File: src/rtl/wave_view_pkg.sv
// wave_view_pkg: shared types and constants for the waveform view controller.
//   - state_t     : frame sequencer states
//   - view_cmd_t  : one resolved keypad command, consumed once per frame
//   - *_DEFAULT   : default geometry (columns, sample width, zoom range, pan)
//   - max_base    : largest legal window start for a given zoom
//   - clamp_base  : pins a candidate window start into [0, hi]
package wave_view_pkg;

  localparam int COLS_DEFAULT     = 640;
  localparam int SAMPLE_W_DEFAULT = 22;
  localparam int ZOOM_MAX_DEFAULT = 12;
  localparam int PAN_COLS_DEFAULT = 64;

  typedef enum logic [2:0] {
    ST_STARTUP,
    ST_IDLE,
    ST_APPLY,
    ST_ADDR,
    ST_NEXT,
    ST_DONE
  } state_t;

  typedef enum logic [1:0] {
    ZOOM_HOLD,
    ZOOM_IN,
    ZOOM_OUT
  } zoom_cmd_t;

  typedef enum logic [1:0] {
    PAN_HOLD,
    PAN_LEFT,
    PAN_RIGHT
  } pan_cmd_t;

  typedef struct packed {
    logic      home;
    zoom_cmd_t zoom;
    pan_cmd_t  pan;
  } view_cmd_t;

  // Window of 'cols' columns at stride 2^zoom must end inside the sample
  // space, so the start may be at most 2^sample_w - (cols << zoom).
  // 32-bit signed arithmetic covers sample_w up to 30.
  function automatic logic signed [31:0] max_base(input int         sample_w,
                                                  input int         cols,
                                                  input logic [3:0] zoom);
    logic signed [31:0] span;
    span = 32'(cols) << zoom;
    return (32'sd1 <<< sample_w) - span;
  endfunction

  function automatic logic signed [31:0] clamp_base(input logic signed [31:0] value,
                                                    input logic signed [31:0] hi);
    if (value < 0)  return 32'sd0;
    if (value > hi) return hi;
    return value;
  endfunction

endpackage

File: src/rtl/wave_view_keys.sv
// wave_view_keys: sticky pending bits for the five keypad commands and the
// home > zoom > pan priority / cancel resolution.
// Ports:
//   clk, reset            : memory clock, synchronous active-high reset
//   key_left/right/zin/zout/home : single-cycle command pulses
//   apply                 : high for the one cycle the view is updated;
//                           clears the pending bits (new pulses still land)
//   cmd                   : resolved command from the current pending bits
module wave_view_keys
  import wave_view_pkg::*;
(
  input  logic      clk,
  input  logic      reset,
  input  logic      key_left,
  input  logic      key_right,
  input  logic      key_zin,
  input  logic      key_zout,
  input  logic      key_home,
  input  logic      apply,
  output view_cmd_t cmd
);

  // {home, zout, zin, right, left}
  logic [4:0] pend;

  // A pulse in the apply cycle is OR-ed in after the clear, so it is
  // carried into the next frame instead of being dropped.
  always_ff @(posedge clk) begin
    if (reset) begin
      pend <= '0;
    end else begin
      pend <= (apply ? 5'b0 : pend) | {key_home, key_zout, key_zin, key_right, key_left};
    end
  end

  always_comb begin
    cmd.home = pend[4];
    cmd.zoom = ZOOM_HOLD;
    cmd.pan  = PAN_HOLD;
    if (!pend[4]) begin
      // Opposite keys in the same frame cancel.
      if (pend[2] && !pend[3]) cmd.zoom = ZOOM_IN;
      if (pend[3] && !pend[2]) cmd.zoom = ZOOM_OUT;
      if (pend[0] && !pend[1]) cmd.pan  = PAN_LEFT;
      if (pend[1] && !pend[0]) cmd.pan  = PAN_RIGHT;
    end
  end

endmodule

File: src/rtl/wave_view_ctrl.sv
// wave_view_ctrl: pan/zoom view controller and PSRAM read-burst sequencer.
// On each synchronised vsync rising edge the queued keypad command is applied
// to the view (base sample, zoom shift), then one read-burst address per
// screen column is issued at a column stride of 2^zoom samples.
// Build option: define WAVE_VIEW_CLAMP_EN to clamp the window start to
// [0, 2^SAMPLE_W - (COLS << zoom)]; otherwise base arithmetic wraps.
// Ports:
//   clk, reset     : memory clock, synchronous active-high reset
//   psram_ready    : PSRAM initialised; low forces STARTUP
//   vsync          : pixel-domain vsync (asynchronous, synchronised here)
//   key_*          : keypad command pulses
//   araddr/arvalid/arready : PSRAM read-address handshake, araddr = {sample,3'b0}
//   col_idx        : column of the burst being issued
//   view_base/view_zoom : current window start and zoom shift
//   busy           : high in APPLY, ADDR, NEXT
//   frame_done     : one-cycle pulse after the last burst is accepted
//   overrun        : one-cycle pulse when a vsync edge arrives outside IDLE
module wave_view_ctrl
  import wave_view_pkg::*;
#(
  parameter int COLS     = COLS_DEFAULT,
  parameter int SAMPLE_W = SAMPLE_W_DEFAULT,
  parameter int ZOOM_MAX = ZOOM_MAX_DEFAULT,
  parameter int PAN_COLS = PAN_COLS_DEFAULT
) (
  input  logic                clk,
  input  logic                reset,
  input  logic                psram_ready,
  input  logic                vsync,
  input  logic                key_left,
  input  logic                key_right,
  input  logic                key_zin,
  input  logic                key_zout,
  input  logic                key_home,
  output logic [SAMPLE_W+2:0] araddr,
  output logic                arvalid,
  input  logic                arready,
  output logic [9:0]          col_idx,
  output logic [SAMPLE_W-1:0] view_base,
  output logic [3:0]          view_zoom,
  output logic                busy,
  output logic                frame_done,
  output logic                overrun
);

  state_t              state;
  logic                vs_meta, vs_sync, vs_prev, vs_rise;
  view_cmd_t           cmd;
  logic                apply;
  logic [3:0]          zoom_nxt;
  logic [SAMPLE_W-1:0] base_nxt;
  logic [SAMPLE_W-1:0] cur_sample;
  logic [SAMPLE_W-1:0] stride;
  logic [SAMPLE_W-1:0] sample_nxt;

  // ---- stage p0: vsync synchroniser and registered edge detect ----
  always_ff @(posedge clk) begin
    if (reset) begin
      vs_meta <= 1'b0;
      vs_sync <= 1'b0;
      vs_prev <= 1'b0;
      vs_rise <= 1'b0;
    end else begin
      vs_meta <= vsync;
      vs_sync <= vs_meta;
      vs_prev <= vs_sync;
      vs_rise <= vs_sync & ~vs_prev;
    end
  end

  // An APPLY cut short by psram_ready leaves the pending keys queued.
  assign apply = (state == ST_APPLY) && psram_ready;

  wave_view_keys u_keys (
    .clk       (clk),
    .reset     (reset),
    .key_left  (key_left),
    .key_right (key_right),
    .key_zin   (key_zin),
    .key_zout  (key_zout),
    .key_home  (key_home),
    .apply     (apply),
    .cmd       (cmd)
  );

  // ---- stage p1: next view from the resolved command ----
`ifdef WAVE_VIEW_CLAMP_EN
  logic signed [31:0] pan_step;
  logic signed [31:0] base_wide;
`else
  logic [SAMPLE_W-1:0] pan_step;
`endif

  always_comb begin
    zoom_nxt = view_zoom;
    case (cmd.zoom)
      ZOOM_IN:  if (view_zoom != 4'd0)           zoom_nxt = view_zoom - 4'd1;
      ZOOM_OUT: if (view_zoom < 4'(ZOOM_MAX))    zoom_nxt = view_zoom + 4'd1;
      default:  ;
    endcase
    // Pan distance is measured in columns at the new zoom; the left edge
    // stays where it was when only the zoom changes.
`ifdef WAVE_VIEW_CLAMP_EN
    pan_step  = 32'(PAN_COLS) << zoom_nxt;
    base_wide = 32'(view_base);
    case (cmd.pan)
      PAN_LEFT:  base_wide = base_wide - pan_step;
      PAN_RIGHT: base_wide = base_wide + pan_step;
      default:   ;
    endcase
    base_nxt = SAMPLE_W'(clamp_base(base_wide, max_base(SAMPLE_W, COLS, zoom_nxt)));
`else
    pan_step = SAMPLE_W'(PAN_COLS) << zoom_nxt;
    base_nxt = view_base;
    case (cmd.pan)
      PAN_LEFT:  base_nxt = view_base - pan_step;
      PAN_RIGHT: base_nxt = view_base + pan_step;
      default:   ;
    endcase
`endif
    if (cmd.home) begin
      zoom_nxt = 4'd0;
      base_nxt = '0;
    end
  end

  // Column stride is a one-hot decode of the zoom; the address itself is
  // stepped by addition only.
  assign stride     = SAMPLE_W'(1) << view_zoom;
  assign sample_nxt = cur_sample + stride;

  always_ff @(posedge clk) begin
    if (state == ST_APPLY)     cur_sample <= base_nxt;
    else if (state == ST_NEXT) cur_sample <= sample_nxt;
  end

  // ---- stage p2: frame sequencer with registered outputs ----
  always_ff @(posedge clk) begin
    if (reset) begin
      state      <= ST_STARTUP;
      arvalid    <= 1'b0;
      araddr     <= '0;
      col_idx    <= '0;
      view_base  <= '0;
      view_zoom  <= '0;
      busy       <= 1'b0;
      frame_done <= 1'b0;
      overrun    <= 1'b0;
    end else begin
      frame_done <= 1'b0;
      overrun    <= vs_rise && (state != ST_IDLE);
      if (!psram_ready) begin
        state   <= ST_STARTUP;
        arvalid <= 1'b0;
        busy    <= 1'b0;
      end else begin
        case (state)
          ST_STARTUP: state <= ST_IDLE;
          ST_IDLE: begin
            if (vs_rise) begin
              state <= ST_APPLY;
              busy  <= 1'b1;
            end
          end
          ST_APPLY: begin
            view_base <= base_nxt;
            view_zoom <= zoom_nxt;
            col_idx   <= '0;
            araddr    <= {base_nxt, 3'b000};
            arvalid   <= 1'b1;
            state     <= ST_ADDR;
          end
          ST_ADDR: begin
            if (arready) begin
              arvalid <= 1'b0;
              state   <= ST_NEXT;
            end
          end
          ST_NEXT: begin
            if (col_idx == 10'(COLS - 1)) begin
              busy       <= 1'b0;
              frame_done <= 1'b1;
              state      <= ST_DONE;
            end else begin
              col_idx <= col_idx + 10'd1;
              araddr  <= {sample_nxt, 3'b000};
              arvalid <= 1'b1;
              state   <= ST_ADDR;
            end
          end
          ST_DONE: state <= ST_IDLE;
          default: state <= ST_STARTUP;
        endcase
      end
    end
  end

endmodule
File: config.mk
export PLATFORM = sky130hd
export DESIGN_NAME = wave_view_ctrl
export DESIGN_NICKNAME = d
export VERILOG_FILES = /design/src/rtl/wave_view_pkg.sv /design/src/rtl/wave_view_keys.sv /design/src/rtl/wave_view_ctrl.sv
export SDC_FILE = /design/constraint.sdc
export NUM_CORES = 1
export LEC_CHECK = 0
export ABC_AREA = 1
export CORE_ASPECT_RATIO = 2
export CORE_MARGIN = 5
export CORE_UTILIZATION = 57
export DETAILED_ROUTE_END_ITERATION = 8
export PLACE_DENSITY = 0.81
export SYNTH_ARGS = -nofsm -noshare
export SYNTH_HDL_FRONTEND = slang
export SYNTH_SLANG_ARGS = --single-unit
File: constraint.sdc
create_clock -name clk -period 5.7 [get_ports clk]
set_input_delay 1.14 -clock clk [delete_from_list [all_inputs] [get_ports clk]]
set_output_delay 1.14 -clock clk [all_outputs]
set_load 0.02 [all_outputs]
## Word level (Yosys, flattened, before mapping)

Index checks and enable logic that the tools add are counted.

- $add $sub $neg: 6
- Equality and inequality tests: 15
- Order comparisons: 1
- Shifts and indexed selects: 2
- Bitwise gates (word level): 5
- Multiplexer cells: 29
- Reduce and logical (&&, ||, !) cells: 23

Operators by type and width:

| operator | count |
|---|---|
| 22-bit 2-to-1 mux | 3 |
| 25-bit one-hot mux with 2 select lines | 1 |
| 22-bit adder | 2 |
| 22-bit one-hot mux with 2 select lines | 1 |
| 25-bit 2-to-1 mux | 1 |
| 1-bit by 4-bit left shift with 22-bit output (first input constant) | 1 |
| 7-bit by 4-bit left shift with 22-bit output (first input constant) | 1 |
| 22-bit subtractor | 1 |
| 10-bit one-hot mux with 2 select lines | 1 |
| 4-bit 2-to-1 mux | 4 |
| 3-bit one-hot mux with 5 select lines | 1 |
| 10-bit by 1-bit adder with 10-bit output (second input constant) | 1 |
| 10-bit == test (second input constant) | 1 |
| 10-bit 2-to-1 mux | 1 |
| 3-bit 2-to-1 mux | 3 |
| 3-bit AND reduction | 3 |
| 4-bit one-hot mux with 2 select lines | 1 |
| 1-bit 2-to-1 mux | 7 |
| 3-bit by 2-bit == test with 1-bit output (second input constant) | 2 |
| 3-bit == test (second input constant) | 2 |
| 1-bit logical AND | 6 |
| 2-bit inequality test (second input constant) | 3 |
| 5-bit 2-to-1 mux | 1 |
| 5-bit OR | 1 |
| other kinds (21) | 32 |

- Output and inout port bits: 65
- Flip-flop bits (word level): 99
- Logic and storage cells: 96
- Input port bits: 10

## Longest topological paths before layout

Gate-level depths: netlist (run 1).

- Word-level depth: 12
- Mapped depth: 35
- Depth with buffers taken out: 33

## By module

A second synthesis (run 1) with hierarchy kept.

- Cells, all modules: 959
- Area, all modules: 6602.6 sq um

Modules (own cells, without submodules):

| module | instances | cells an instance | area an instance (sq um) | sequential area each (sq um) |
|---|---|---|---|---|
| wave_view_ctrl | 1 | 929 | 6392.4 | 2042.0 |
| wave_view_keys | 1 | 30 | 210.2 | 100.1 |

## Worst setup path after synthesis (run 1)

No wires, ideal clock.

- Path kind: reg-to-reg
- Start point: register u_keys.pend[4]
- End point: register cur_sample[18], data pin
- Required time: 5426 ps
- Arrival time: 4028 ps
- Stages on the path, launching flop included: 33
- Buffers on the path: 2
- Setup slack: 1397 ps
- Clock period less this slack: 4303 ps
- Setup time: 274 ps
- Cells stage by stage: dfxtp_1 > clkbuf_1 > inv_1 > clkbuf_1 > nand3_1 > ha_1 > inv_1 > nand2_1 > inv_1 > nand2_1 > nand2_1 > nand2_2 > nor2_1 > inv_1 > nor2_1 > inv_1 > ha_1 > o21ai_0 > fa_1 > inv_1 > nand3_1 > nand2_1 > inv_1 > nor2_1 > nor2_1 > o21bai_1 > nand2_1 > nand2_1 > nand2_1 > nand2_1 > nand2_1 > a21oi_1 > a31oi_1

- Cells in the longest elaborated chain, start to end: 8
- Elaborated cells between the ends (all ways): 12
- Classes of those cells: add/sub (2); eq/ne (4); shift (1); mux (5)

Ends and longest elaborated chain:

| element | RTL line | text |
|---|---|---|
| from (decl) | wave_view_keys.sv:24 | `logic [4:0] pend;` |
| from (signal assigned) | wave_view_keys.sv:32 | `pend <= (apply ? 5'b0 : pend) \| {key_home, key_zout, key_zin, key_right, key_left};` |
| 4-bit 2-to-1 mux | wave_view_keys.sv:40 | `if (!pend[4]) begin` |
| 2-bit == test / 2-bit by 1-bit == test with 1-bit output (equally long branches) | wave_view_ctrl.sv:96 | `case (cmd.zoom)` |
| 4-bit one-hot mux with 2 select lines | wave_view_ctrl.sv:96 |  |
| 7-bit by 4-bit left shift with 22-bit output | wave_view_ctrl.sv:113 | `pan_step = SAMPLE_W'(PAN_COLS) << zoom_nxt;` |
| 22-bit adder / 22-bit subtractor (equally long branches) | wave_view_ctrl.sv:117, wave_view_ctrl.sv:116 |  |
| 22-bit one-hot mux with 2 select lines | wave_view_ctrl.sv:115 | `case (cmd.pan)` |
| 22-bit 2-to-1 mux * | wave_view_ctrl.sv:121 | `if (cmd.home) begin` |
| 22-bit 2-to-1 mux * | wave_view_ctrl.sv:133 | `if (state == ST_APPLY) cur_sample <= base_nxt;` |
| to (signal assigned) | wave_view_ctrl.sv:133 |  |
| to (signal assigned) | wave_view_ctrl.sv:134 | `else if (state == ST_NEXT) cur_sample <= sample_nxt;` |
| to (decl) | wave_view_ctrl.sv:52 | `logic [SAMPLE_W-1:0] cur_sample;` |

Mark *: on every way between the ends. The rest lies on a longest branch, timed or not.
A chain may end at the register's enable or synchronous reset.

## Worst setup path in the final report (run 1)

- Start point: register u_keys.pend[2]
- End point: register araddr[24]

- Cells in the longest elaborated chain, start to end: 11
- Elaborated cells between the ends (all ways): 15
- Classes of those cells: add/sub (2); eq/ne (2); shift (1); mux (7); reduce/logical (3)

Ends and longest elaborated chain:

| element | RTL line | text |
|---|---|---|
| 1-bit logical AND / 1-bit logical NOT (equally long branches) | wave_view_keys.sv:42, wave_view_keys.sv:43 |  |
| 1-bit 2-to-1 mux / 1-bit logical AND (equally long branches) | wave_view_keys.sv:42, wave_view_keys.sv:43 |  |
| 2-bit 2-to-1 mux * | wave_view_keys.sv:43 | `if (pend[3] && !pend[2]) cmd.zoom = ZOOM_OUT;` |
| 4-bit 2-to-1 mux * | wave_view_keys.sv:40 |  |
| 2-bit == test / 2-bit by 1-bit == test with 1-bit output (equally long branches) | wave_view_ctrl.sv:96 |  |
| 4-bit one-hot mux with 2 select lines * | wave_view_ctrl.sv:96 |  |
| 7-bit by 4-bit left shift with 22-bit output * | wave_view_ctrl.sv:113 |  |
| 22-bit adder / 22-bit subtractor (equally long branches) | wave_view_ctrl.sv:117, wave_view_ctrl.sv:116 |  |
| 22-bit one-hot mux with 2 select lines * | wave_view_ctrl.sv:115 |  |
| 22-bit 2-to-1 mux * | wave_view_ctrl.sv:121 |  |
| 25-bit one-hot mux with 2 select lines * | wave_view_ctrl.sv:157 | `case (state)` |
| to (signal assigned) | wave_view_ctrl.sv:169 | `araddr <= {base_nxt, 3'b000};` |
| to (signal assigned) | wave_view_ctrl.sv:186 | `araddr <= {sample_nxt, 3'b000};` |
| to (decl) | wave_view_ctrl.sv:35 | `output logic [SAMPLE_W+2:0] araddr,` |

Marks and branches as above.

==> results.sh, run 1 <==
export IMPL_maxSlewViolCount=0
export IMPL_largest_incremental_delay_on_the_critical_path_ns=0.38
export IMPL_cp_required_ns=5.98
export IMPL_cts_reportedPaths_clkPinSlew_ns=0.07
export IMPL_cts_tree="yes"
export IMPL_finalClockSkew_ns=0.01139
export IMPL_most_frequent_standard_cell_in_the_layout_excluding_fill_and_tap_cells="sky130_fd_sc_hd__nand2_1"
export IMPL_setup_viol=0
export IMPL_tns_ns=0
export IMPL_timing_max_cap_violations=0
export IMPL_flow_area_growth_from_synthesis_pct=16.70
export IMPL_fp_coreArea_um2=11290
export IMPL_die_width_um=85.53
export IMPL_global_route_usage_met1_pct=29.88
export IMPL_placement_rows=55
export IMPL_run_status="completed"
export IMPL_drt_initial_drc_count=420
export IMPL_power_switching_mw=0.5050
export IMPL_post_detail_place_hpwl_um=15770
export IMPL_count_of_nets_left_with_antenna_violations_after_detail_routing=0
export IMPL_grt_max_degree=34
export IMPL_rsz_0062_raised_after_global_routing="no"
export IMPL_avgSynthCellArea_um2=6.896
export IMPL_share_of_post_route_cells_with_drive_strength_above_1_pct=5.268
export IMPL_ys_warnings_count=0
export IMPL_most_common_layout_cells="sky130_fd_sc_hd__nand2_1 (203), sky130_fd_sc_hd__inv_1 (125), sky130_fd_sc_hd__a21oi_1 (90)"
export IMPL_num_nets_final=1059
export IMPL_worstPathMaxFanout=6
export IMPL_start_kind="flop"
export IMPL_clock_tree_buffer_depth=2
export IMPL_postCtsSetupRepairBufs=0
export IMPL_wirelength_um=20160
export IMPL_cell_internal_pwr_mw=1.108
export IMPL_die_height_um=161.1
export IMPL_synth_seq_cells=96
export IMPL_worst_slack_ns=1.121
export IMPL_fillCellCount=1043
export IMPL_fin_cells=1148
export IMPL_syn_inst=943
export IMPL_global_route_peak_usage_layer="met2"
export IMPL_synthesis_area_um2=6502
export IMPL_cp_slowest_cell="sky130_fd_sc_hd__o21ai_0"
export IMPL_post_cts_resized=0
export IMPL_pre_cts_ws_ns=1.190
export IMPL_yosysSeqAreaShare_pct=32.94
export IMPL_top_level_ports=75
export IMPL_first_pass_iters=5
export IMPL_yosys_cell_types_count=49
export IMPL_detail_route_wl_per_cell_um=17.56
export IMPL_area_sequential_um2=2142
export IMPL_worst_slew_pin_transition_ns=0.9269
export IMPL_fin_hold_ws_ns=0.3885
export IMPL_clkPwrFrac_pct=36.6
export IMPL_worst_supply_voltage_drop_on_vdd_mv=0.1930
export IMPL_root_buffer="sky130_fd_sc_hd__clkbuf_16"
export IMPL_final_min_period_over_clock_period_pct=80.33
export IMPL_cp_arrival_ns=4.86
export IMPL_grt_use_met3_pct=3.573
export IMPL_period_minus_slack_ns=4.579
export IMPL_portBuffers=71
export IMPL_multi_input_comb_area_um2=3729
export IMPL_pwr_share_comb_pct=19.4
export IMPL_vias=6608
export IMPL_numCtsBuffers=9
export IMPL_die_area_um2=13770
export IMPL_cellPowerDensity_nw_per_um2=212.6
export IMPL_finalHoldViolations=0
export IMPL_netSwitchingFraction_pct=31.30
export IMPL_grt_usage_pct=29.61
export IMPL_max_clock_freq_mhz=218.4
export IMPL_sequentialPowerShare_pct=44.1
export IMPL_grt_overflow=0
export IMPL_min_path_type="reg2reg"
export IMPL_relSlewSlack_pct=38.06
export IMPL_gpl_wtd_cong=1.009
export IMPL_finalPower_mw=1.613
export IMPL_cts_max_level=3
export IMPL_post_drt_via_cell_ratio=5.756
export IMPL_initial_util_pct=57.62
export IMPL_grt_first_pass_wirelength_um=31830
export IMPL_number_of_antenna_violations_at_the_first_check_in_global_routing=0
export IMPL_dpl_cell_count=1132
export IMPL_num_antenna_cells=0
export IMPL_timing_critical_path_mode_cell="sky130_fd_sc_hd__nand2_1"
export IMPL_setup_worst_path_class="reg2reg"
export IMPL_clk_latency_ns=0.35
export IMPL_clock_sink_count=96
export IMPL_p_leak_nw=3.346
export IMPL_drc=0
export IMPL_number_of_hold_buffers_added_after_cts=0
export IMPL_end_kind="flop"
export IMPL_grt_pass1_vias=6388
export IMPL_use_met2_pct=50.96
-- sequential cells by signal, indices dropped and copies added, names as in the netlist --
name         count
araddr          22
cur_sample      22
view_base       22
col_idx         10
u_keys.pend      5
view_zoom        4
state            3
arvalid          1
busy             1
frame_done       1
overrun          1
vs_meta          1
vs_prev          1
vs_rise          1
vs_sync          1
-- worst max-delay path, delay by kind of cell, from the launching register on --
kind | cells | cell delay (ns)
compound gates | 2 | 0.49
fa+ha+maj | 3 | 0.88
buf+inv | 5 | 0.41
flops | 1 | 0.33
simple gates | 19 | 2.37
-- per-layer routing --
layer / up-vias / share of wire [%]
met3: 105 / 5.5
li1: 3241 / -
met1: 2988 / 34
met4: 0 / 10
met5: - / 0
met2: 274 / 50
-- logic make-up (layout without fill, tap and decap cells) --
family                     count (synthesis)  count (layout)  synth area share, %
adders and majority gates                 48              48                9.467
and+or+nand+nor                          397             397                26.32
xor gates and xnor gates                  18              18                2.424
AOI/OAI and AO/OA                        219             219                18.95
other                                      1               3              0.05767
DFF                                       96              96                32.94
buffers and inverters                    164             225                9.833
-- cell type report --
type / count / area share [%]
tap: 142 / 2.341
timing repair buffer: 76 / 9.860
multi-input combinational: 685 / 49.13
clock buffer: 9 / 2.968
sequential: 96 / 28.23
inverter: 133 / 6.579
clock inverter: 7 / 0.8904
-- power groups by stage --
stage	clock network, mW	logic (mW)	registers [mW]
floorplan	0	0.220	0.727
global placement	0	0.303	0.726
detailed placement	0	0.307	0.726
CTS	0.595	0.308	0.711
global route	0.626	0.346	0.712
finish	0.590	0.312	0.711
-- through the flow --
stage          util, %  cell area (µm²)
2_1_floorplan        -             6510
3_3_place_gp     64.65             7296
3_5_place_dp     64.65             7296
4_1_cts          67.24             7589
5_1_grt          67.24             7589
6_report         67.24             7589
-- Yosys cell counts, drive strengths merged --
cell type / number / share of area [%]
clkbuf: 20 / 1.2
buf: 11 / 1.0
o21a: 1 / 0.12
o211ai: 6 / 0.69
o21bai: 3 / 0.35
a21boi: 1 / 0.17
inv: 133 / 7.7
o21ai: 71 / 5.5
conb: 1 / 0.058
o31ai: 3 / 0.42
a211oi: 5 / 0.58
dfxtp: 74 / 23
o221ai: 1 / 0.13
nor4: 1 / 0.096
or2: 8 / 0.77
nand3b: 1 / 0.12
a31o: 1 / 0.13
nor2: 86 / 5.2
nor3: 17 / 1.5
o22ai: 17 / 1.6
ha: 46 / 8.9
edfxtp: 22 / 10
nand2: 208 / 12
fa: 2 / 0.62
xnor2: 10 / 1.3
xor2: 8 / 1.1
nand4: 7 / 0.90
o211a: 1 / 0.15
a21oi: 92 / 7.3
a31oi: 11 / 1.1
a22o: 2 / 0.27
nand3: 69 / 5.5
a21o: 4 / 0.46
-- worst paths after layout --
| path | from | end | slack (ns) | cells past startpoint |
|---|---|---|---|---|
| max | u_keys.pend[2] | araddr[24] | 1.12 | 29 |
| min | vs_prev | vs_rise | 0.39 | 1 |
| max reg2reg | u_keys.pend[2] | araddr[24] | 1.12 | 29 |
| min reg2reg | vs_prev | vs_rise | 0.39 | 1 |
Power figures use the tool's default switching activity.
==> inputs of run 2 (changes only) <==
- CORE_UTILIZATION: 57 -> 52
- PLACE_DENSITY: 0.81 -> 0.78
- clock period: 5.7 -> 4 ns (I/O delays scaled with it)
==> run 2 against run 1 <==
Register-to-register slack worse by 1.0 ns. Flip-flop and latch count stayed put. Largest cell class unchanged. Highest routed layer unchanged. Total power grew 58%. Non-clock buffer count grew 68. Clock skew is 0.0041 ns lower. Sequential power is 42% higher. Largest power group unchanged. Setup slack worse by 1.0 ns.
==> results.sh, run 2 (synthesis results as in run 1) <==
export IMPL_fp_coreArea_um2=12200
export IMPL_layout_top_registers="araddr x22, cur_sample x22, view_base x22"
export IMPL_clkPwrFrac_pct=34.9
export IMPL_clock_tree_buffer_depth=2
export IMPL_grt_first_pass_wirelength_um=33950
export IMPL_worstPathMaxFanout=4
export IMPL_count_of_nets_left_with_antenna_violations_after_detail_routing=0
export IMPL_timing_critical_path_mode_cell="sky130_fd_sc_hd__buf_4"
export IMPL_grt_max_degree=33
export IMPL_worst_hold_startpoint="vs_prev"
export IMPL_setup_viol=0
export IMPL_wirelength_um=22080
export IMPL_post_drt_via_cell_ratio=5.715
export IMPL_sequentialPowerShare_pct=39.9
export IMPL_drc=0
export IMPL_grt_usage_pct=29.45
export IMPL_worst_supply_voltage_drop_on_vdd_mv=0.3740
export IMPL_die_height_um=168.1
export IMPL_most_common_layout_cells="sky130_fd_sc_hd__nand2_1 (190), sky130_fd_sc_hd__inv_1 (117), sky130_fd_sc_hd__a21oi_1 (83)"
export IMPL_portBuffers=71
export IMPL_crit_path_start="u_keys.pend[4]"
export IMPL_share_of_post_route_cells_with_drive_strength_above_1_pct=17.60
export IMPL_cellPowerDensity_nw_per_um2=301.6
export IMPL_clock_sink_count=96
export IMPL_cts_tree="yes"
export IMPL_cell_internal_pwr_mw=1.741
export IMPL_period_minus_slack_ns=3.880
export IMPL_finalHoldViolations=0
export IMPL_cp_slowest_cell="sky130_fd_sc_hd__dfxtp_4"
export IMPL_pwr_share_comb_pct=25.2
export IMPL_num_antenna_cells=0
export IMPL_cp_top_family="buffers and inverters"
export IMPL_pre_cts_ws_ns=-0.2318
export IMPL_root_buffer="sky130_fd_sc_hd__clkbuf_16"
export IMPL_gpl_wtd_cong=0.9880
export IMPL_number_of_hold_buffers_added_after_cts=0
export IMPL_netSwitchingFraction_pct=31.61
export IMPL_placement_rows=57
export IMPL_grt_overflow=0
export IMPL_cts_max_level=3
export IMPL_post_detail_place_hpwl_um=16840
export IMPL_numCtsBuffers=9
export IMPL_setup_worst_path_class="reg2reg"
export IMPL_flow_area_growth_from_synthesis_pct=29.79
export IMPL_num_nets_final=1127
export IMPL_fin_hold_ws_ns=0.4029
export IMPL_grt_pass1_vias=6819
export IMPL_cp_required_ns=4.18
export IMPL_worst_slack_ns=0.1197
export IMPL_crit_path_cell_trace="inv_2 > nand3_4 > inv_1 > ha_2 > nand2_2 > inv_2 > nand2_1 > a21boi_2 > buf_4 > buf_4 > inv_2 > buf_4 > nand3_1 > xor2_1 > ha_1 > nand2_1 > nand2_1 > buf_4 > o21bai_2 > or2_2 > nand3_1 > a21oi_1 > buf_4 > a31oi_1"
export IMPL_largest_incremental_delay_on_the_critical_path_ns=0.37
export IMPL_end_kind="flop"
export IMPL_timing_max_cap_violations=0
export IMPL_fillCellCount=1034
export IMPL_cp_arrival_ns=4.06
export IMPL_min_path_type="reg2reg"
export IMPL_detail_route_wl_per_cell_um=18.08
export IMPL_drt_initial_drc_count=474
export IMPL_die_area_um2=14980
export IMPL_number_of_antenna_violations_at_the_first_check_in_global_routing=0
export IMPL_worstReg2RegStart="u_keys.pend[4]"
export IMPL_die_width_um=89.07
export IMPL_power_switching_mw=0.8045
export IMPL_max_clock_freq_mhz=257.7
export IMPL_run_status="completed"
export IMPL_finalPower_mw=2.545
export IMPL_maxSlewViolCount=0
export IMPL_finalClockSkew_ns=0.007336
export IMPL_top_level_ports=75
export IMPL_worst_slew_pin_transition_ns=0.7060
export IMPL_start_kind="flop"
export IMPL_clk_latency_ns=0.35
export IMPL_vias=6978
export IMPL_first_pass_iters=5
export IMPL_final_min_period_over_clock_period_pct=97.01
export IMPL_cts_reportedPaths_clkPinSlew_ns=0.08
export IMPL_most_frequent_standard_cell_in_the_layout_excluding_fill_and_tap_cells="sky130_fd_sc_hd__nand2_1"
export IMPL_relSlewSlack_pct=52.88
export IMPL_initial_util_pct=53.32
export IMPL_p_leak_nw=3.726
export IMPL_path_buf_inv=9
[run 2: changes by cell type in the layout (fill, tap and decap cells not counted), sizes merged]
cell / change
clkinvlp: +1
inv: +2
clkbuf: +1
clkinv: -4
buf: +68
[run 2: per-layer routing]
layer / part of all wire, % / track usage [%] / vias to the layer above
met5: 0 / 0 / -
met4: 7.8 / 19.18 / 0
met3: 5.4 / 4.059 / 90
met2: 52 / 51.49 / 291
met1: 35 / 31.83 / 3206
li1: - / - / 3391
[run 2: timing repair]
action	in CTS	in global routing
endpoints found under the setup margin	28	37
pin swaps	1	32
gates cloned	0	0
gates resized for setup	10	77
buffers inserted	1	8
[run 2: layout make-up]
class / count / area (µm²) / area share, %
Multi-Input combinational cell: 685 / 4031 / 47.77
Clock inverter: 6 / 52.55 / 0.6227
Tap cell: 147 / 183.9 / 2.179
Clock buffer: 10 / 250.2 / 2.965
Sequential cell: 96 / 2150 / 25.47
Timing Repair Buffer: 144 / 1266 / 15.00
Inverter: 133 / 505.5 / 5.990
[run 2: final timing paths]
| check | cells past startpoint | slack, ns | endpoint |
|---|---|---|---|
| setup / recovery | 24 | 0.12 | cur_sample[11] |
| setup reg to reg | 24 | 0.12 | cur_sample[11] |
| hold reg to reg | 1 | 0.40 | vs_rise |
| hold / removal | 1 | 0.40 | vs_rise |
[run 2: through the flow]
| step | instance area, µm² | util, % | TNS, ns | std cells |
|---|---|---|---|---|
| after floorplan | 6553 | - | 0 | 945 |
| after global placement | 7781 | 63.80 | -2.008 | 1196 |
| after detailed placement | 7781 | 63.80 | -2.128 | 1196 |
| after CTS | 8105 | 66.46 | 0 | 1213 |
| after global routing | 8439 | 69.20 | -1.109 | 1221 |
| final | 8439 | 69.20 | 0 | 1221 |
[run 2: power by group through the flow]
stage / Combinational, mW / Sequential, mW / Clock (mW)
final: 0.641 / 1.01 / 0.889
after global routing: 0.693 / 1.02 / 0.927
after CTS: 0.534 / 1.01 / 0.889
after detailed placement: 0.526 / 1.04 / 0
after global placement: 0.525 / 1.04 / 0
after floorplan: 0.320 / 1.04 / 0
==> inputs of run 3 (changes only) <==
- SKIP_CTS_REPAIR_TIMING: not set -> 1
==> run 3 against run 2 <==
Non-clock buffer count is 1 lower. Routed wire length is 0.55% lower. Flip-flop and latch count stayed put. First-iteration DRC count is 4.6% higher. Register-to-register slack better by 0.05 ns. Combinational power is 0.6% higher. Critical path type unchanged. Highest routed layer unchanged.
==> results.sh, run 3 (synthesis results as in run 1) <==
export IMPL_run_status="completed"
export IMPL_num_antenna_cells=0
export IMPL_setup_viol=0
export IMPL_relSlewSlack_pct=49.25
export IMPL_tns_ns=0
export IMPL_most_common_layout_cells="sky130_fd_sc_hd__nand2_1 (189), sky130_fd_sc_hd__inv_1 (118), sky130_fd_sc_hd__a21oi_1 (82)"
export IMPL_vias=6998
export IMPL_reg2reg_slack_ns=0.17
export IMPL_clk_latency_ns=0.35
export IMPL_share_of_post_route_cells_with_drive_strength_above_1_pct=17.80
export IMPL_num_nets_final=1126
export IMPL_layout_top_registers="araddr x22, cur_sample x22, view_base x22"
export IMPL_post_drt_via_cell_ratio=5.736
export IMPL_worstReg2RegStart="u_keys.pend[3]"
export IMPL_finalClockSkew_ns=0.01058
export IMPL_max_clock_freq_mhz=261.0
export IMPL_top_level_ports=75
export IMPL_clock_sink_count=96
export IMPL_timing_critical_path_mode_cell="sky130_fd_sc_hd__nand2_2"
export IMPL_cts_tree="yes"
export IMPL_postLayoutCoreUtil_pct=69.06
export IMPL_die_area_um2=14980
export IMPL_rr_endpoint="cur_sample[21]"
export IMPL_worst_hold_startpoint="vs_prev"
export IMPL_largest_incremental_delay_on_the_critical_path_ns=0.36
export IMPL_flow_area_growth_from_synthesis_pct=29.52
export IMPL_portBuffers=71
export IMPL_number_of_antenna_violations_at_the_first_check_in_global_routing=0
export IMPL_cellPowerDensity_nw_per_um2=302.7
export IMPL_gpl_wtd_cong=0.9880
export IMPL_drt_initial_drc_count=496
export IMPL_start_kind="flop"
export IMPL_clock_tree_buffer_depth=2
export IMPL_depth_of_the_worst_register_to_register_path=27
export IMPL_drc=0
export IMPL_count_of_nets_left_with_antenna_violations_after_detail_routing=0
export IMPL_detail_route_wl_per_cell_um=18.00
export IMPL_wirelength_um=21950
export IMPL_post_detail_place_hpwl_um=16840
export IMPL_die_width_um=89.07
export IMPL_die_height_um=168.1
export IMPL_hold_depth=1
export IMPL_placement_rows=57
export IMPL_p_leak_nw=3.730
export IMPL_worstPathMaxFanout=4
export IMPL_end_kind="flop"
export IMPL_finalHoldViolations=0
export IMPL_first_pass_iters=6
export IMPL_initial_util_pct=53.32
export IMPL_worst_slew_pin_transition_ns=0.7604
export IMPL_maxSlewViolCount=0
export IMPL_min_path_type="reg2reg"
export IMPL_grt_first_pass_wirelength_um=33890
export IMPL_cp_required_ns=4.09
export IMPL_cts_reportedPaths_clkPinSlew_ns=0.07
export IMPL_period_minus_slack_ns=3.832
export IMPL_numCtsBuffers=9
export IMPL_grt_overflow=0
export IMPL_final_min_period_over_clock_period_pct=95.79
export IMPL_setup_worst_path_class="reg2reg"
export IMPL_cp_slowest_cell="sky130_fd_sc_hd__ha_1"
export IMPL_hold_path_end="vs_rise"
export IMPL_timing_max_cap_violations=0
export IMPL_cp_arrival_ns=3.92
export IMPL_grt_pass1_vias=6806
export IMPL_fp_coreArea_um2=12200
export IMPL_root_buffer="sky130_fd_sc_hd__clkbuf_16"
export IMPL_most_frequent_standard_cell_in_the_layout_excluding_fill_and_tap_cells="sky130_fd_sc_hd__nand2_1"
export IMPL_worst_supply_voltage_drop_on_vdd_mv=0.3726
export IMPL_fillCellCount=1038
export IMPL_cts_max_level=3
export IMPL_grt_usage_pct=29.40
export IMPL_grt_max_degree=33
-- run 3: layer usage --
| layer | vias up | share of wire [%] | GRT usage [%] |
|---|---|---|---|
| li1 | 3380 | - | - |
| met1 | 3225 | 35 | 31.51 |
| met2 | 314 | 52 | 51.68 |
| met3 | 79 | 5.3 | 4.059 |
| met4 | 0 | 7.2 | 19.12 |
| met5 | - | 0 | 0 |
-- run 3: stage by stage --
step | setup slack (ns) | hold slack (ns) | power (mW) | instances | cell area, µm²
after floorplan | 0.03500 | 0.3728 | 1.356 | 945 | 6553
after global placement | -0.2226 | 0.3764 | 1.561 | 1196 | 7781
after detailed placement | -0.2318 | 0.3983 | 1.563 | 1196 | 7781
after CTS | -0.2722 | 0.4089 | 2.433 | 1212 | 8084
after global routing | -0.07090 | 0.4196 | 2.639 | 1220 | 8422
final | 0.1682 | 0.4028 | 2.550 | 1220 | 8422
-- run 3: critical path, delay by kind of cell, from the launching register on --
kind | cells | cell delay [ns]
buffers and inverters | 5 | 0.41
DFF | 1 | 0.34
adders and majority gates | 3 | 0.78
xor gates and xnor gates | 1 | 0.17
and+or+nand+nor | 12 | 1.11
AOI/OAI and AO/OA | 6 | 0.76
-- run 3: layout make-up --
type                       count  area [µm²]  area share [%]
multi-input combinational    685        4029           47.84
sequential                    96        2150           25.52
timing repair buffer         143        1255           14.90
inverter                     133       501.7           5.958
clock buffer                  10       250.2           2.971
tap                          147       183.9           2.184
clock inverter                 6       52.55          0.6240
-- run 3: how the worst max path moves through the flow --
stage / slack [ns] / endpoint / start / depth (start not counted)
after CTS: -0.27 / araddr[22] / u_keys.pend[4] / 29
after global routing: -0.07 / araddr[24] / u_keys.pend[3] / 30
after global placement: -0.22 / araddr[22] / u_keys.pend[4] / 28
after floorplan: 0.03 / cur_sample[18] / u_keys.pend[4] / 31
after detailed placement: -0.23 / araddr[22] / u_keys.pend[4] / 29
final: 0.17 / cur_sample[21] / u_keys.pend[3] / 27
-- run 3: power by group --
part / internal [mW] / switching [mW] / total, mW / leakage, nW
logic: 0.267 / 0.378 / 0.645 / 2.78
clock network: 0.473 / 0.417 / 0.890 / 0.151
registers: 1.00 / 0.0110 / 1.01 / 0.799
total: 1.74 / 0.806 / 2.55 / 3.73
==> RTL change 1 (settings of run 2) <==
Set the package constant `ZOOM_MAX_DEFAULT` to 6 (it was 12).
--- a/src/rtl/wave_view_pkg.sv
+++ b/src/rtl/wave_view_pkg.sv
@@ -10,3 +10,3 @@
   localparam int SAMPLE_W_DEFAULT = 22;
-  localparam int ZOOM_MAX_DEFAULT = 12;
+  localparam int ZOOM_MAX_DEFAULT = 6;
   localparam int PAN_COLS_DEFAULT = 64;
Function: no difference found for any inputs over 10 cycles, from zero or initial values and one cycle with reset high; that may be too few to reach the edited logic, so the function may still have changed.
==> RTL change 1 against run 2 <==
  * Cell count is 2.8% lower
  * Highest routed layer unchanged
  * Maximum frequency down 7.5%
  * Design area down 0.18%
  * Wire length down 8.1%
  * Total power fell by 7.7%
  * Setup slack worse by 0.32 ns
  * Synthesized area shrank 0.73%
  * Largest cell class unchanged
  * Die area shrank 0.67%
  * Sequential power hardly changed
  * Sequential cell count unchanged
  * Clock skew rose by 0.0062 ns
  * The flow now finishes with violations (setup timing)
==> RTL change 1: results (changes against run 2) <==
- First-pass GRT wire length: 30,600 µm (-9.9%)
- 1st-pass router iterations: 6 (+1)
- Peak VDD IR: 0.310 mV (-17%)
- Worst reg2reg path startpoint: u_keys.pend[3]$_SDFF_PP0_
- Buffering overhead: 14.2% (-0.82 points)
- Pin count of the biggest net entering global routing: 37 (+12%)
- Wire per inst: 17.1 µm (-5.5%)
- Largest delay share family, worst path: simple AND/OR/NAND/NOR gates
- Rel. slew slack: 51.0% (-1.9 points)
- Final Skew: 0.0136 ns (+0.00623 ns)
- Final setup viols: 16 (+16)
- Lkg Pwr: 3.75 nW (+0.74%)
- Failing checks: setup timing
- Overall Global Routing Usage: 26.4% (-3.1 points)
- Post_cts resized: 15 (+5)
- Commonest cells in the netlist: 183 x nand2_1, 121 x inv_1, 86 x nor2_1
- Crit path DAT: 4.50 ns (+0.44 ns)
- Power Dens Cells: 279 mW/mm² (-7.5%)
- Post-place instance area: 0.00765 mm² (-1.7%)
- Layout cells sized above 1: 20.0% (+2.4 points)
- Multi-input gate count: 665 (-2.9%)
- Pre-CTS WS: -0.157 ns (+0.0744 ns)
- Crit path from: u_keys.pend[3]$_SDFF_PP0_
- Count of cell types in the netlist: 50 (+2.0%)
- Status: complete, but fails checks
- Seq/Total Area, Yosys: 33.2% (+0.24 points)
- Post-route setup slack: -0.197 ns (-0.316 ns)
==> RTL change 1: cell types whose count changed after synthesis, sizes merged, moves of 5 or more <==
cell   before  now
a31oi      11    5
xor2        8   14
a21oi      92   69
nand3      69   75
nand2     208  195
nor2       86   91
xnor2      10    5
==> RTL change 1: routing by layer <==
| metal | GRT usage, % | vias up | share of wire (%) |
|---|---|---|---|
| met5 | 0 | - | 0 |
| met4 | 17.5 | 0 | 7.4 |
| met3 | 2.70 | 92 | 4.6 |
| met2 | 47.4 | 278 | 52 |
| met1 | 27.5 | 3139 | 36 |
| li1 | - | 3281 | - |
==> RTL change 1: where the power goes <==
part	total (mW)	leakage, nW	switching, mW	internal [mW]
clock	0.972	0.163	0.381	0.591
sequential	1.01	0.799	0.0103	1.00
combinational	0.363	2.79	0.224	0.139
total	2.35	3.75	0.616	1.73
==> RTL change 2 (flow settings as in run 2) <==
Without the edit above. Add an input register stage for `key_left`, `key_right`, `key_zin`, `key_zout` and `key_home`, without a reset; this delays them by one clock. The other inputs are not delayed to match. Comments in the files are not updated.
--- a/src/rtl/wave_view_ctrl.sv
+++ b/src/rtl/wave_view_ctrl.sv
@@ -45,2 +45,16 @@
 
+  logic key_left_q;
+  logic key_right_q;
+  logic key_zin_q;
+  logic key_zout_q;
+  logic key_home_q;
+
+  always_ff @(posedge clk) begin
+    key_left_q  <= key_left;
+    key_right_q <= key_right;
+    key_zin_q   <= key_zin;
+    key_zout_q  <= key_zout;
+    key_home_q  <= key_home;
+  end
+
   state_t              state;
@@ -76,7 +90,7 @@
     .reset     (reset),
-    .key_left  (key_left),
-    .key_right (key_right),
-    .key_zin   (key_zin),
-    .key_zout  (key_zout),
-    .key_home  (key_home),
+    .key_left  (key_left_q),
+    .key_right (key_right_q),
+    .key_zin   (key_zin_q),
+    .key_zout  (key_zout_q),
+    .key_home  (key_home_q),
     .apply     (apply),
Behaviour: not the same (a bounded check fails within 10 cycles, from zero or initial values and one cycle with reset high).
==> RTL change 2 against run 2 <==
  * Setup slack lost 0.091 ns
  * Global-route usage shrank 1.3 points
  * Clock power grew 5.8%
  * Wire length shrank 3.2%
  * Synthesized area grew 0.75%
  * Total power grew 2.8%
  * Design area shrank 0.30%
  * Non-clock buffer count shrank 5
  * Sequential share of layout area grew 1.2 points
  * Count of clock-buffer cells in the layout shrank 1
  * Sequential cell count grew 5
  * Critical path type unchanged
==> RTL change 2: results (changes against run 2) <==
- Met3 routed WL: 1040 µm (-13%)
- Met1 Use GR: 29.9% (-1.9 points)
- Met2 WL: 11,000 µm (-4.2%)
- GPL Wtd Cong: 0.936 (-5.3%)
- Pin count of the biggest net entering global routing: 35 (+6.1%)
- Largest cells by area after synthesis: dfxtp_1 24%, nand2_1 10%, edfxtp_1 10%, ha_1 8.8%, inv_1 6.3%
- Comb pwr: 611 µW (-4.7%)
- 1st-pass router iterations: 5 (unchanged)
- XOR/XNOR Fraction of Synth Area: 2.81% (+0.38 points)
- Overall Global Routing Usage: 28.2% (-1.3 points)
- I/O Buffers: 71 (unchanged)
- Pre-CTS WS: -0.0884 ns (+0.143 ns)
- Met3 Usage GRT: 3.56% (-0.50 points)
- Met2 GRT Util: 48.5% (-3.0 points)
- Crit path DAT: 4.18 ns (+0.12 ns)
- Adder-Cell Fraction of Synth Area: 9.40% (-0.071 points)
- Seq/Total Area, Yosys: 34.2% (+1.3 points)
- Final net count: 1,099 (-2.5%)
- First-pass GRT wire length: 32,400 µm (-4.7%)
- Share of the synthesized area in the top cell type: 24.1% (+1.4 points)
- Setup bufs post-CTS: 0 (-1)
- Final Skew: 0.00993 ns (+0.00259 ns)
- Actual slew at the worst max-slew pin: 0.665 ns (-0.0413 ns)
- Wire per inst: 17.9 µm (-1.2%)
- Post-place instance area: 0.00776 mm² (-0.27%)
- Vias in the first global route: 6,561 (-3.8%)
- Clock network fraction of design power: 35.9% (+1.0 points)
- Lkg Pwr: 3.74 nW (+0.31%)
- Post-Syn Instances: 918 (-2.7%)
- Post-DP HPWL: 16,100 µm (-4.6%)
- Post_cts resized: 6 (-4)
- Status: finished, final reports clean
- Layout cells sized above 1: 19.1% (+1.5 points)
- DR iter-0 viols: 511 (+7.8%)
- Count of cell types in the netlist: 51 (+4.1%)
- Critical-path cell with the highest stage delay: ha_1
- CP max FO: 3 (-1)
- Sequential power share: 40.7% (+0.8 points)
- Metal1 wirelength: 7560 µm (-2.2%)
- Peak VDD IR: 0.296 mV (-21%)
- Vias per cell: 5.74 (+0.44%)
- Synth Area in Compound Gates: 16.9% (-2.0 points)
- Fill cell count: 1,084 (+4.8%)
## RTL change 2: final timing paths
kind / from / to / slack (ns) / depth (start not counted)
max reg2reg: u_keys.pend[3]$_SDFF_PP0_ / cur_sample[19]$_DFFE_PN_ / 0.03 / 30
max: u_keys.pend[3]$_SDFF_PP0_ / cur_sample[19]$_DFFE_PN_ / 0.03 / 30
min: vs_prev$_SDFF_PP0_ / vs_rise$_SDFF_PP0_ / 0.39 / 1
min reg2reg: vs_prev$_SDFF_PP0_ / vs_rise$_SDFF_PP0_ / 0.39 / 1
## RTL change 2: critical path, delay by kind of cell, from the launching register on
family,cells,cell delay [ns]
xor+xnor,1,0.17
flops,1,0.33
fa+ha+maj,3,0.77
simple gates,15,1.43
buf+inv,6,0.40
compound gates,5,0.76
## RTL change 2: layout make-up
class	instances	area [µm²]	share of cell area (%)
clock buffers	9	225	2.68
clock inverters	7	88.8	1.06
inverters	125	474	5.64
multi-input cells	665	3970	47.2
flip-flops and latches	101	2250	26.7
well taps	150	188	2.23
repair buffers	139	1220	14.6
